===== src/rtl/sr_pkg.sv =====
// sr_pkg: shared constants and helpers for the sr_bank set/reset register bank.
//   MODE_*     - S=R=1 resolution modes for a channel.
//   cnt_width  - width of a lockout counter able to hold the value 'lockout'.
package sr_pkg;

    localparam int unsigned MODE_HOLD    = 0;
    localparam int unsigned MODE_SET_DOM = 1;
    localparam int unsigned MODE_RST_DOM = 2;

    // At least one bit so a zero-length lockout still yields a legal vector type.
    function automatic int unsigned cnt_width(input int unsigned lockout);
        return (lockout == 0) ? 1 : $clog2(lockout + 1);
    endfunction

endpackage


===== src/rtl/sr_bank_if.sv =====
// sr_bank_if: bundle of the per-channel request and status signals of sr_bank.
//   s, r    - per-channel set / reset request levels (master -> slave)
//   clear   - synchronous global clear (master -> slave)
//   q       - registered channel state (slave -> master)
//   q_rise  - one-cycle pulse on q 0->1 (slave -> master)
//   q_fall  - one-cycle pulse on q 1->0 (slave -> master)
//   locked  - channel is in post-trip lockout (slave -> master)
interface sr_bank_if #(
    parameter int unsigned CHANNELS = 4
);

    logic [CHANNELS-1:0] s;
    logic [CHANNELS-1:0] r;
    logic                clear;
    logic [CHANNELS-1:0] q;
    logic [CHANNELS-1:0] q_rise;
    logic [CHANNELS-1:0] q_fall;
    logic [CHANNELS-1:0] locked;

    modport master (
        output s, r, clear,
        input  q, q_rise, q_fall, locked
    );

    modport slave (
        input  s, r, clear,
        output q, q_rise, q_fall, locked
    );

endinterface


===== src/rtl/sr_channel.sv =====
// sr_channel: one set/reset channel of sr_bank.
//   clk, rst_n - clock (rising edge) and asynchronous active-low reset
//   s, r       - set / reset request levels, synchronised through SYNC_STAGES flops
//   clear      - synchronous clear, used directly (highest priority)
//   q          - registered channel state
//   q_rise     - one-cycle pulse registered with q 0->1
//   q_fall     - one-cycle pulse registered with q 1->0
//   locked     - high while the re-arm lockout counter is non-zero
module sr_channel
    import sr_pkg::*;
#(
    parameter int unsigned MODE        = MODE_HOLD,
    parameter int unsigned SYNC_STAGES = 2,
    parameter int unsigned LOCKOUT     = 8
) (
    input  logic clk,
    input  logic rst_n,
    input  logic s,
    input  logic r,
    input  logic clear,
    output logic q,
    output logic q_rise,
    output logic q_fall,
    output logic locked
);

    logic ss;
    logic rs;
    logic lock_active;
    logic q_q, q_d;
    logic rise_q, rise_d;
    logic fall_q, fall_d;

    // Input synchroniser
    if (SYNC_STAGES == 0) begin : g_nosync
        assign ss = s;
        assign rs = r;
    end else begin : g_sync
        logic [SYNC_STAGES-1:0] s_sync_q;
        logic [SYNC_STAGES-1:0] r_sync_q;

        always_ff @(posedge clk or negedge rst_n) begin
            if (!rst_n) begin
                s_sync_q <= '0;
                r_sync_q <= '0;
            end else begin
                s_sync_q[0] <= s;
                r_sync_q[0] <= r;
                for (int i = 1; i < SYNC_STAGES; i++) begin
                    s_sync_q[i] <= s_sync_q[i-1];
                    r_sync_q[i] <= r_sync_q[i-1];
                end
            end
        end

        assign ss = s_sync_q[SYNC_STAGES-1];
        assign rs = r_sync_q[SYNC_STAGES-1];
    end

    // Next-state: clear, then reset, then set (gated by lockout), then conflict mode.
    always_comb begin
        q_d = q_q;
        if (clear) begin
            q_d = 1'b0;
        end else begin
            case ({ss, rs})
                2'b01: q_d = 1'b0;
                2'b10: begin
                    if (!lock_active) q_d = 1'b1;
                end
                2'b11: begin
                    if (MODE == MODE_SET_DOM) begin
                        if (!lock_active) q_d = 1'b1;
                    end else if (MODE == MODE_RST_DOM) begin
                        q_d = 1'b0;
                    end
                    // MODE_HOLD and illegal modes keep the current state.
                end
                default: ;
            endcase
        end
        rise_d = ~q_q & q_d;
        fall_d = q_q & ~q_d;
    end

    // Lockout counter: loaded only by a real 1->0 transition, so r or clear on an
    // already-clear channel never (re)starts it.
    if (LOCKOUT > 0) begin : g_lock
        localparam int unsigned CntW = cnt_width(LOCKOUT);

        logic [CntW-1:0] cnt_q, cnt_d;

        always_comb begin
            cnt_d = cnt_q;
            if (fall_d) begin
                cnt_d = CntW'(LOCKOUT);
            end else if (cnt_q != '0) begin
                cnt_d = cnt_q - 1'b1;
            end
        end

        always_ff @(posedge clk or negedge rst_n) begin
            if (!rst_n) cnt_q <= '0;
            else        cnt_q <= cnt_d;
        end

        assign lock_active = (cnt_q != '0);
    end else begin : g_nolock
        assign lock_active = 1'b0;
    end

    always_ff @(posedge clk or negedge rst_n) begin
        if (!rst_n) begin
            q_q    <= 1'b0;
            rise_q <= 1'b0;
            fall_q <= 1'b0;
        end else begin
            q_q    <= q_d;
            rise_q <= rise_d;
            fall_q <= fall_d;
        end
    end

    assign q      = q_q;
    assign q_rise = rise_q;
    assign q_fall = fall_q;
    assign locked = lock_active;

endmodule


===== src/rtl/sr_bank.sv =====
// sr_bank: multi-channel clocked set/reset register bank with per-channel
// input synchroniser, S=R=1 resolution mode, post-trip re-arm lockout and
// rise/fall event pulses. Gates the magnetron enable downstream.
//   clk, rst_n - clock (rising edge) and asynchronous active-low reset
//   bus        - sr_bank_if slave: s, r, clear in; q, q_rise, q_fall, locked out
module sr_bank
    import sr_pkg::*;
#(
    parameter int unsigned CHANNELS    = 4,
    parameter int unsigned MODE        = MODE_HOLD,
    parameter int unsigned SYNC_STAGES = 2,
    parameter int unsigned LOCKOUT     = 8
) (
    input  logic        clk,
    input  logic        rst_n,
    sr_bank_if.slave    bus
);

    logic [CHANNELS-1:0] q_w;
    logic [CHANNELS-1:0] rise_w;
    logic [CHANNELS-1:0] fall_w;
    logic [CHANNELS-1:0] locked_w;

    for (genvar ch = 0; ch < CHANNELS; ch++) begin : g_channel
        sr_channel #(
            .MODE        (MODE),
            .SYNC_STAGES (SYNC_STAGES),
            .LOCKOUT     (LOCKOUT)
        ) u_channel (
            .clk    (clk),
            .rst_n  (rst_n),
            .s      (bus.s[ch]),
            .r      (bus.r[ch]),
            .clear  (bus.clear),
            .q      (q_w[ch]),
            .q_rise (rise_w[ch]),
            .q_fall (fall_w[ch]),
            .locked (locked_w[ch])
        );
    end

    assign bus.q      = q_w;
    assign bus.q_rise = rise_w;
    assign bus.q_fall = fall_w;
    assign bus.locked = locked_w;

endmodule


===== src/flat_wrapper.sv =====
// flat-port wrapper written by rule: the top's interface ports become plain ports
module sr_bank_flat import sr_pkg::*;
#(
    parameter int unsigned CHANNELS    = 4,
    parameter int unsigned MODE        = MODE_HOLD,
    parameter int unsigned SYNC_STAGES = 2,
    parameter int unsigned LOCKOUT     = 8
)
  (clk, rst_n, bus_s, bus_r, bus_clear, bus_q, bus_q_rise, bus_q_fall, bus_locked);
  sr_bank_if #(.CHANNELS(CHANNELS)) bus_i ();
  input  logic clk;
  input  logic rst_n;
  input wire logic [$bits(bus_i.s)-1:0] bus_s;
  input wire logic [$bits(bus_i.r)-1:0] bus_r;
  input wire logic [$bits(bus_i.clear)-1:0] bus_clear;
  output wire logic [$bits(bus_i.q)-1:0] bus_q;
  output wire logic [$bits(bus_i.q_rise)-1:0] bus_q_rise;
  output wire logic [$bits(bus_i.q_fall)-1:0] bus_q_fall;
  output wire logic [$bits(bus_i.locked)-1:0] bus_locked;
  assign bus_i.s = bus_s;
  assign bus_i.r = bus_r;
  assign bus_i.clear = bus_clear;
  assign bus_q = bus_i.q;
  assign bus_q_rise = bus_i.q_rise;
  assign bus_q_fall = bus_i.q_fall;
  assign bus_locked = bus_i.locked;
  sr_bank #(.CHANNELS(CHANNELS), .MODE(MODE), .SYNC_STAGES(SYNC_STAGES), .LOCKOUT(LOCKOUT)) u_core (.clk(clk), .rst_n(rst_n), .bus(bus_i));
endmodule

===== config.mk =====
export PLATFORM = sky130hd
export DESIGN_NAME = sr_bank_flat
export DESIGN_NICKNAME = d
export VERILOG_FILES = /design/src/rtl/sr_pkg.sv /design/src/rtl/sr_bank_if.sv /design/src/rtl/sr_channel.sv /design/src/rtl/sr_bank.sv /design/src/flat_wrapper.sv
export SDC_FILE = /design/constraint.sdc
export NUM_CORES = 1
export LEC_CHECK = 0
export CAP_MARGIN = 20
export CORE_MARGIN = 2
export CORE_UTILIZATION = 50
export DETAILED_ROUTE_END_ITERATION = 16
export PLACE_DENSITY = 0.76
export REMOVE_ABC_BUFFERS = 1
export SYNTH_ARGS = -nofsm -noshare
export SYNTH_HDL_FRONTEND = slang
export SYNTH_SLANG_ARGS = --single-unit

===== constraint.sdc =====
create_clock -name clk -period 1.9 [get_ports clk]
set_input_delay 0.38 -clock clk [delete_from_list [all_inputs] [get_ports clk]]
set_output_delay 0.38 -clock clk [all_outputs]
set_load 0.01 [all_outputs]

# After elaboration in Yosys (flattened, before gate mapping)
# Cells that the tools add are included.
# word_totals
register_bits	44
latch_bits	0
ramBits	0
rom_bits	0
input_bits	11
output_inout_bits	16
wordCells	80
n_memories	0
# classes
add_sub_neg	4
multipliers	0
div_mod_pow	0
order_cmp	0
eq_ne	8
shifts	0
muxes	20
n_bitwise	16
reduce_logical	8
# op_table
operator	count
$mux 4	8
$reduce_bool 4->1	4
$sub 4x1->4 const B	4
$and 1x1->1	8
$eq 2x1->1 const B	4
$eq 2x2->1 const B	4
$mux 1	8
$not 1->1	8
$pmux 1 s2	4
$reduce_bool 2->1	4

# Longest topological paths before layout
# Gate-level depths: netlist of the first run.
# depth
depth_word	7
ltp_mapped	6
depth_no_buf	5

# Modules after synthesis
# From an unflattened synthesis of the first run, not the netlist that was laid out.
# hier_totals
hier_cells	148
hier_area_um2	1811.7
# by_module_without_submodules
module	instances	cells_each	area_each_um2	seq_area_each_um2
sr_channel	4	37	452.9	275.3

# Worst setup path after synthesis of the first run
# No wires, ideal clock.
# synth_path
path_kind	reg2out
startpoint	register u_core.g_channel[0].u_channel.g_lock.cnt_q[0]
endpoint	output port bus_locked[0]
t_arrival_ps	1231
t_required_ps	1520
path_slack_ps	289
stages_incl_launch_ff	6
path_buffers	2
path_cell_list	dfrtp_1 inv_1 ha_1 or3b_1 buf_2 buf_4
# synth_between
elab_chain_cells	1
# synth_lines
element	line	rtl
start, declared	sr_channel.sv:91	logic [CntW-1:0] cnt_q, cnt_d;
start signal, assigned	sr_channel.sv:104	else cnt_q <= cnt_d;
$reduce_bool 4->1	sr_channel.sv:107	assign lock_active = (cnt_q != '0);
end, declared	flat_wrapper.sv:19	output wire logic [$bits(bus_i.locked)-1:0] bus_locked;
# No other way between the ends.

# Worst setup path in the final report of the first run
# Same ends and word-level chain as after synthesis.

==> results of run 1 <==
-- layer usage --
metal	part of all wire [%]	GRT usage (%)	wire (um)	up-vias
li1	-	-	-	576
met1	40	16.6	1210	580
met2	54	28.9	1620	29
met3	4.9	6.08	148	5
met4	1.7	7.65	52	0
met5	0	0	0	-
-- through the flow --
stage	total power [W]	std cells	area, um2	setup WS, ns
after floorplan	0.00203	142	1760	0.449
after global placement	0.00233	225	2150	0.0427
after detailed placement	0.00243	225	2150	-0.00172
after CTS	0.00320	238	2290	0.0323
after global routing	0.00353	241	2340	0.00204
final	0.00328	241	2340	0.0618
-- cells by family after synthesis --
kind of cell,synth area share (%)
AND/OR/NAND/NOR,14.6
flip-flops,55.9
buffers and inverters,12.7
AO/OA/AOI/OAI,6.10
adder cells (fa/ha/maj),7.63
XOR/XNOR,3.12
-- cell usage in the layout, fill, tap and decap left out, types with 3 or more instances in the layout --
cell                              count
sky130_fd_sc_hd__a211o_1              4
sky130_fd_sc_hd__a211oi_2             4
sky130_fd_sc_hd__and2_1               4
sky130_fd_sc_hd__and3_1               4
sky130_fd_sc_hd__buf_2                4
sky130_fd_sc_hd__buf_4               17
sky130_fd_sc_hd__clkbuf_8             5
sky130_fd_sc_hd__clkdlybuf4s50_1     21
sky130_fd_sc_hd__dfrtp_1             44
sky130_fd_sc_hd__ha_1                 8
sky130_fd_sc_hd__inv_1                6
sky130_fd_sc_hd__inv_2                6
sky130_fd_sc_hd__nand2_1              3
sky130_fd_sc_hd__nor2_1              24
sky130_fd_sc_hd__nor3_1               4
sky130_fd_sc_hd__nor4b_1              4
sky130_fd_sc_hd__o21bai_1             4
sky130_fd_sc_hd__or3_1                4
sky130_fd_sc_hd__or3b_4               4
sky130_fd_sc_hd__xnor2_1              4
sky130_fd_sc_hd__xor2_1               3
-- worst reg2reg max path, stage by stage (launching register included) --
cell,delay [ns]
sky130_fd_sc_hd__dfrtp_1,0.38
sky130_fd_sc_hd__inv_1,0.09
sky130_fd_sc_hd__ha_2,0.18
sky130_fd_sc_hd__or3b_4,0.37
sky130_fd_sc_hd__buf_4,0.13
sky130_fd_sc_hd__buf_4,0.13
sky130_fd_sc_hd__xnor2_1,0.13
sky130_fd_sc_hd__nor2_1,0.05
-- worst paths after layout --
path / start / endpoint / slack, ns / depth (start not counted)
setup / recovery: u_core.g_channel[0].u_channel.g_lock.cnt_q[0] / bus_locked[0] / 0.06 / 4
hold / removal: rst_n / u_core.g_channel[3].u_channel.q_fall / 0.08 / 1
setup reg to reg: u_core.g_channel[0].u_channel.g_lock.cnt_q[0] / u_core.g_channel[0].u_channel.g_lock.cnt_q[0] / 0.31 / 7
hold reg to reg: u_core.g_channel[3].u_channel.g_sync.r_sync_q[0] / u_core.g_channel[3].u_channel.g_sync.r_sync_q[1] / 0.35 / 0
max in group asynchronous: rst_n / u_core.g_channel[1].u_channel.q_rise / 1.22 / 2
min in group clk: u_core.g_channel[3].u_channel.g_sync.r_sync_q[0] / u_core.g_channel[3].u_channel.g_sync.r_sync_q[1] / 0.35 / 0
-- sequential cells by signal (all words and copies together) (netlist names) --
signal,cells
u_core.g_channel.u_channel.g_sync.r_sync_q,8
u_core.g_channel.u_channel.g_sync.s_sync_q,8
u_core.g_channel.u_channel.g_lock.cnt_q,16
u_core.g_channel.u_channel.q_fall,4
u_core.g_channel.u_channel.q,4
u_core.g_channel.u_channel.q_rise,4
-- final cells by class --
| class | count | area share [%] |
|---|---|---|
| clock buffer | 6 | 3.10 |
| clock inverter | 2 | 1.50 |
| inverter | 12 | 1.92 |
| multi-input combinational | 86 | 28.1 |
| sequential | 44 | 47.0 |
| tap | 48 | 2.57 |
| timing repair buffer | 43 | 15.8 |
-- power by group --
part,switching (W),internal (W),total (W)
registers,0.000171,0.00116,0.00133
clock network,0.000292,0.000390,0.000682
logic,0.000562,0.000713,0.00127
total,0.00103,0.00226,0.00328
-- timing repair --
| item | 4_1_cts | 5_1_grt |
|---|---|---|
| buffers inserted | 5 | 3 |
| pin swaps | 1 | 1 |
| endpoints found under the setup margin | 4 | 4 |
| gates resized for setup | 24 | 9 |
==> metrics.md, run 1 <==
| Metric | Value |
|---|---|
| Result of the run | `finished, final reports clean` |
| Y dimension of the die | `between 60 and 70 um` |
| CP Buf/Inv Count | `2` |
| Leakage power of the design | `around 1.1 nW` |
| Unrepaired setup endpoints after global routing | `no` |
| Std-Cell Core Area | `roughly 3700 um2` |
| Number of maximum-capacitance violations | `0` |
| Sum Neg Setup Slack | `0 ns` |
| Post-synth design cell area | `1970 um2` |
| Prevailing post-synth register cell | `sky130_fd_sc_hd__dfrtp_1` |
| Worst rel slew slack | `61.1%` |
| CP delay by family, top | `flip-flops` |
| Delay of the slowest cell on the worst path | `approximately 0.38 ns` |
| Highest clock frequency the design can meet | `544 MHz` |
| Total congestion overflow | `0` |
| Count of flip-flops with a built-in enable after synthesis | `0` |
| Routed len/inst | `roughly 13 um` |
| Slowest cell on crit path | `sky130_fd_sc_hd__dfrtp_1` |
| Dominant cell type by area after synthesis | `sky130_fd_sc_hd__dfrtp_1` |
| Core Util, Final | `roughly 63%` |
| Total routed wirelength | `approximately 3000 um` |
| Mean Syn Cell Area | `~12 um2` |
| Detailed router's first-iteration violation count | `68` |
| Number of pins exceeding their max-slew limit in the final report | `0` |
| Overall routing resource usage | `between 10% and 20%` |
| Layout area overhead | `18.9%` |
| Cts bufs inserted | `5` |
| Worst skew pair latency | `0.29 ns` |
| Peak supply drop | `between 0.9 and 1 mV` |
| Crit Path Category | `flop to output pin` |
| Fin Hold WS | `approximately 0.076 ns` |
| FFs w/ async S/R, synth | `100%` |
| Routed Antenna Nets | `0` |
| Top-area cell type share of the netlist area | `a little under three fifths` |
| Pwr dens | `1400 nW/um2` |
| Setup crit start kind | `flop` |
| Most frequently used cell type in the post-synthesis netlist | `sky130_fd_sc_hd__dfrtp_1` |
| Overall via count from detail_route | `1190` |
| Actual slew at the worst max-slew pin | `just under 0.6 ns` |
| Post-synthesis sequential element count | `44` |
| Required time at the endpoint of the critical path | `approximately 1.5 ns` |
| Post-layout nets | `approximately 220` |
| Via density | `roughly 4.9` |
| Category of the worst setup path capture point | `output pin` |
| Top fanout value on the critical path | `2` |
| Top area cells in the synthesized netlist | `sky130_fd_sc_hd__dfrtp_1 (56%), sky130_fd_sc_hd__ha_1 (7.6%), sky130_fd_sc_hd__buf_4 (6.1%)` |
| Drt pass-1 iters | `4` |
| Maximum number of pins on one net before global-route repair | `28` |
| Layout cells sized above 1 | `around a quarter` |
| Data arrival time of the critical path | `about 1.5 ns` |
| Yosys warnings | `0` |
| Clock root buffer | `sky130_fd_sc_hd__clkbuf_8` |
| Antenna fix cells | `0` |
| Filler cell count | `around 300` |
| Worst min-delay path category | `input pin to async pin` |
| Minimum clock period | `around 1.8 ns` |
| Clock slew seen by the registers of the worst setup and hold paths | `~0.08 ns` |
| Number of sinks handled by clock tree synthesis | `44` |
| Wire length of the first global-routing pass | `approximately 5200 um` |
| Area of the die | `between 4000 and 5000 um2` |
| DRC violation count after routing | `0` |
| Count of buffers from port buffering | `26` |
| Number of endpoints failing setup at the final stage | `0` |
| FF/Latch Area | `approximately 1100 um2` |
| Total half-perimeter wirelength after legalization and detailed placement | `between 2000 and 2500 um` |
| Part of the Yosys area used for sequential elements | `between 50% and 60%` |
| Number of rows in the core area | `22` |
| Final Cycle Share | `roughly 97%` |
| Horizontal extent of the die | `roughly 67 um` |
| Most frequent cells after synthesis | `sky130_fd_sc_hd__dfrtp_1 (44), sky130_fd_sc_hd__nor2_1 (24), sky130_fd_sc_hd__buf_4 (16)` |
| Clock tree from TritonCTS | `yes` |
| Final hold vios | `0` |
| Worst Clk Skew | `0.0105 ns` |
| Routability Congestion | `0.763` |
| Number of H-tree branching levels | `2` |
| Via count of the first global-routing pass | `between 1k and 1.5k` |
| Number of buffers on the longest clock path | `2` |
| Number of antenna violations at the first check in global routing | `0` |
| I/O pin total | `27` |
| Number of buffers inserted for hold repair after clock tree synthesis | `0` |
| Multi-input logic area | `658 um2` |
| Critical path, cell by cell | `inv_1 > ha_2 > or3b_4 > buf_2` |
| Starting density of the core | `between 50% and 60%` |
| Number of unique standard cell types used by synthesis | `22` |
| Cells after synthesis | `166` |
Note: power is estimated with default switching activity, not from simulation.
==> inputs of run 2 (changes only) <==
- CORE_UTILIZATION: 50 -> 49
- PLACE_DENSITY: 0.76 -> 0.75
==> metrics.md, run 2 (synthesis results as in run 1) <==
| Metric | Value |
|---|---|
| Result of the run | `finished, final reports clean` |
| Crit Path Category | `flop to output pin` |
| Starting density of the core | `between 40% and 50%` |
| Highest clock frequency the design can meet | `541 MHz` |
| Count of buffers from port buffering | `26` |
| Minimum clock period | `1.85 ns` |
| Total half-perimeter wirelength after legalization and detailed placement | `roughly 2300 um` |
| Top fanout value on the critical path | `3` |
| Antenna fix cells | `0` |
| Number of rows in the core area | `23` |
| Cts bufs inserted | `5` |
| Final hold vios | `0` |
| Overall routing resource usage | `16.4%` |
| Most common cell after layout, fill and taps aside | `sky130_fd_sc_hd__dfrtp_1` |
| Layout cells sized above 1 | `a little under a quarter` |
| Clock root buffer | `sky130_fd_sc_hd__clkbuf_8` |
| Final Cycle Share | `97.2%` |
| Routability Congestion | `between 0.7 and 0.8` |
| Category of the worst setup path capture point | `output pin` |
| Detailed router's first-iteration violation count | `between 50 and 60` |
| Data arrival time of the critical path | `1.47 ns` |
| Via count of the first global-routing pass | `around 1.3k` |
| Routed len/inst | `roughly 13 um` |
| Number of antenna violations at the first check in global routing | `0` |
| Routed Antenna Nets | `0` |
| DRC violation count after routing | `0` |
| Fin Hold WS | `~0.12 ns` |
| Clock slew seen by the registers of the worst setup and hold paths | `~0.080 ns` |
| Number of pins exceeding their max-slew limit in the final report | `0` |
| Design Power | `between 0.003 and 0.004 W` |
| Number of endpoints failing setup at the final stage | `0` |
| Wire length of the first global-routing pass | `5350 um` |
| Unrepaired setup endpoints after global routing | `no` |
| Y dimension of the die | `67.4 um` |
| Number of buffers inserted for hold repair after clock tree synthesis | `0` |
| Core Util, Final | `between 50% and 60%` |
| Pwr dens | `around 1300 nW/um2` |
| Total congestion overflow | `0` |
| Peak supply drop | `around 0.81 mV` |
| Worst rel slew slack | `54.9%` |
| Std-Cell Core Area | `~4000 um2` |
| Maximum number of pins on one net before global-route repair | `32` |
| Largest registers | `u_core.g_channel.u_channel.g_lock.cnt_q (16), u_core.g_channel.u_channel.g_sync.r_sync_q (8), u_core.g_channel.u_channel.g_sync.s_sync_q (8)` |
| Setup crit start kind | `flop` |
| I/O pin total | `27` |
| Register ranked first by flip-flop count | `u_core.g_channel.u_channel.g_lock.cnt_q` |
| Largest register FFs | `16` |
| Worst min-delay path category | `input pin to async pin` |
| Worst skew pair latency | `a little under 0.3 ns` |
| Number of buffers on the longest clock path | `2` |
| Actual slew at the worst max-slew pin | `around 0.68 ns` |
| Clock tree from TritonCTS | `yes` |
| Required time at the endpoint of the critical path | `around 1.5 ns` |
| Number of sinks handled by clock tree synthesis | `between 40 and 50` |
| Number of maximum-capacitance violations | `0` |
| Total routed wirelength | `3030 um` |
| Leakage power of the design | `around 1.1 nW` |
| Overall via count from detail_route | `1197` |
| Layout area overhead | `16.3%` |
| Highest-count cells in the layout ignoring fill and taps | `sky130_fd_sc_hd__dfrtp_1 (44), sky130_fd_sc_hd__nor2_1 (24), sky130_fd_sc_hd__clkdlybuf4s50_1 (21)` |
| Post-layout nets | `between 200 and 250` |
| Area of the die | `roughly 4500 um2` |
| Via density | `~5` |
| Worst Clk Skew | `0.0106 ns` |
| Drt pass-1 iters | `4` |
| Sum Neg Setup Slack | `0 ns` |
| Number of H-tree branching levels | `2` |
| Horizontal extent of the die | `~67 um` |
==> run 2: cell types whose count changed in the layout (fill, tap and decap cells not counted) <==
| cell | before | now |
|---|---|---|
| sky130_fd_sc_hd__bufinv_16 | 1 | 0 |
| sky130_fd_sc_hd__buf_2 | 4 | 5 |
| sky130_fd_sc_hd__buf_4 | 17 | 15 |
| sky130_fd_sc_hd__ha_2 | 2 | 1 |
| sky130_fd_sc_hd__ha_1 | 8 | 9 |
| sky130_fd_sc_hd__buf_6 | 1 | 0 |
==> run 2: final timing paths <==
check                           slack [ns]                                             start  cells after the start                                          endpoint
worst min register to register        0.35  u_core.g_channel[1].u_channel.g_sync.r_sync_q[0]                      0  u_core.g_channel[1].u_channel.g_sync.r_sync_q[1]
min in group clk                      0.35  u_core.g_channel[1].u_channel.g_sync.r_sync_q[0]                      0  u_core.g_channel[1].u_channel.g_sync.r_sync_q[1]
worst max-delay path                  0.05     u_core.g_channel[2].u_channel.g_lock.cnt_q[1]                      4                                     bus_locked[2]
worst max register to register        0.39     u_core.g_channel[2].u_channel.g_lock.cnt_q[1]                      6     u_core.g_channel[2].u_channel.g_lock.cnt_q[0]
worst min-delay path                  0.12                                             rst_n                      1              u_core.g_channel[1].u_channel.q_fall
max in group asynchronous             1.19                                             rst_n                      2     u_core.g_channel[0].u_channel.g_lock.cnt_q[3]
==> run 2: timing repair <==
item	in CTS	in global routing
endpoints found under the setup margin	4	3
resized for setup	22	9
setup buffers	3	2
pin swaps	0	1
==> run 2: per-layer routing <==
metal / share of wire (%) / global-route usage, % / vias up
met1: 41 / 18.6 / 586
met5: 0 / 0 / -
met2: 53 / 27.8 / 35
li1: - / - / 567
met4: 1.5 / 7.40 / 0
met3: 4.5 / 5.83 / 9
==> run 2: area by class of cell <==
cell class	count	area [um2]
Fill cell	315	1650
Sequential cell	44	1100
Multi-Input combinational cell	86	656
Timing Repair Buffer	41	348
Clock buffer	6	72.6
Tap cell	50	62.6
Inverter	12	45.0
Clock inverter	1	5.00
==> run 2: per-stage QoR <==
stage	std cells	setup WS [ns]	instance area [um2]
after floorplan	142	0.449	1760
after global placement	228	0.0552	2160
after detailed placement	228	0.00426	2160
after CTS	238	0.0473	2250
after global routing	240	0.000603	2290
final	240	0.0531	2290
==> run 2: critical path: stages, from the launching register on <==
cell and delay (ns):
sky130_fd_sc_hd__dfrtp_1 0.41, sky130_fd_sc_hd__inv_2 0.07, sky130_fd_sc_hd__ha_2 0.18, sky130_fd_sc_hd__or3b_4 0.38, sky130_fd_sc_hd__buf_2 0.15
==> run 2: power breakdown <==
group          switching [W]  total (W)  internal, W
logic               0.000536    0.00121     0.000673
clock network       0.000279   0.000529     0.000250
registers           0.000184    0.00134      0.00116
total               0.000999    0.00308      0.00208
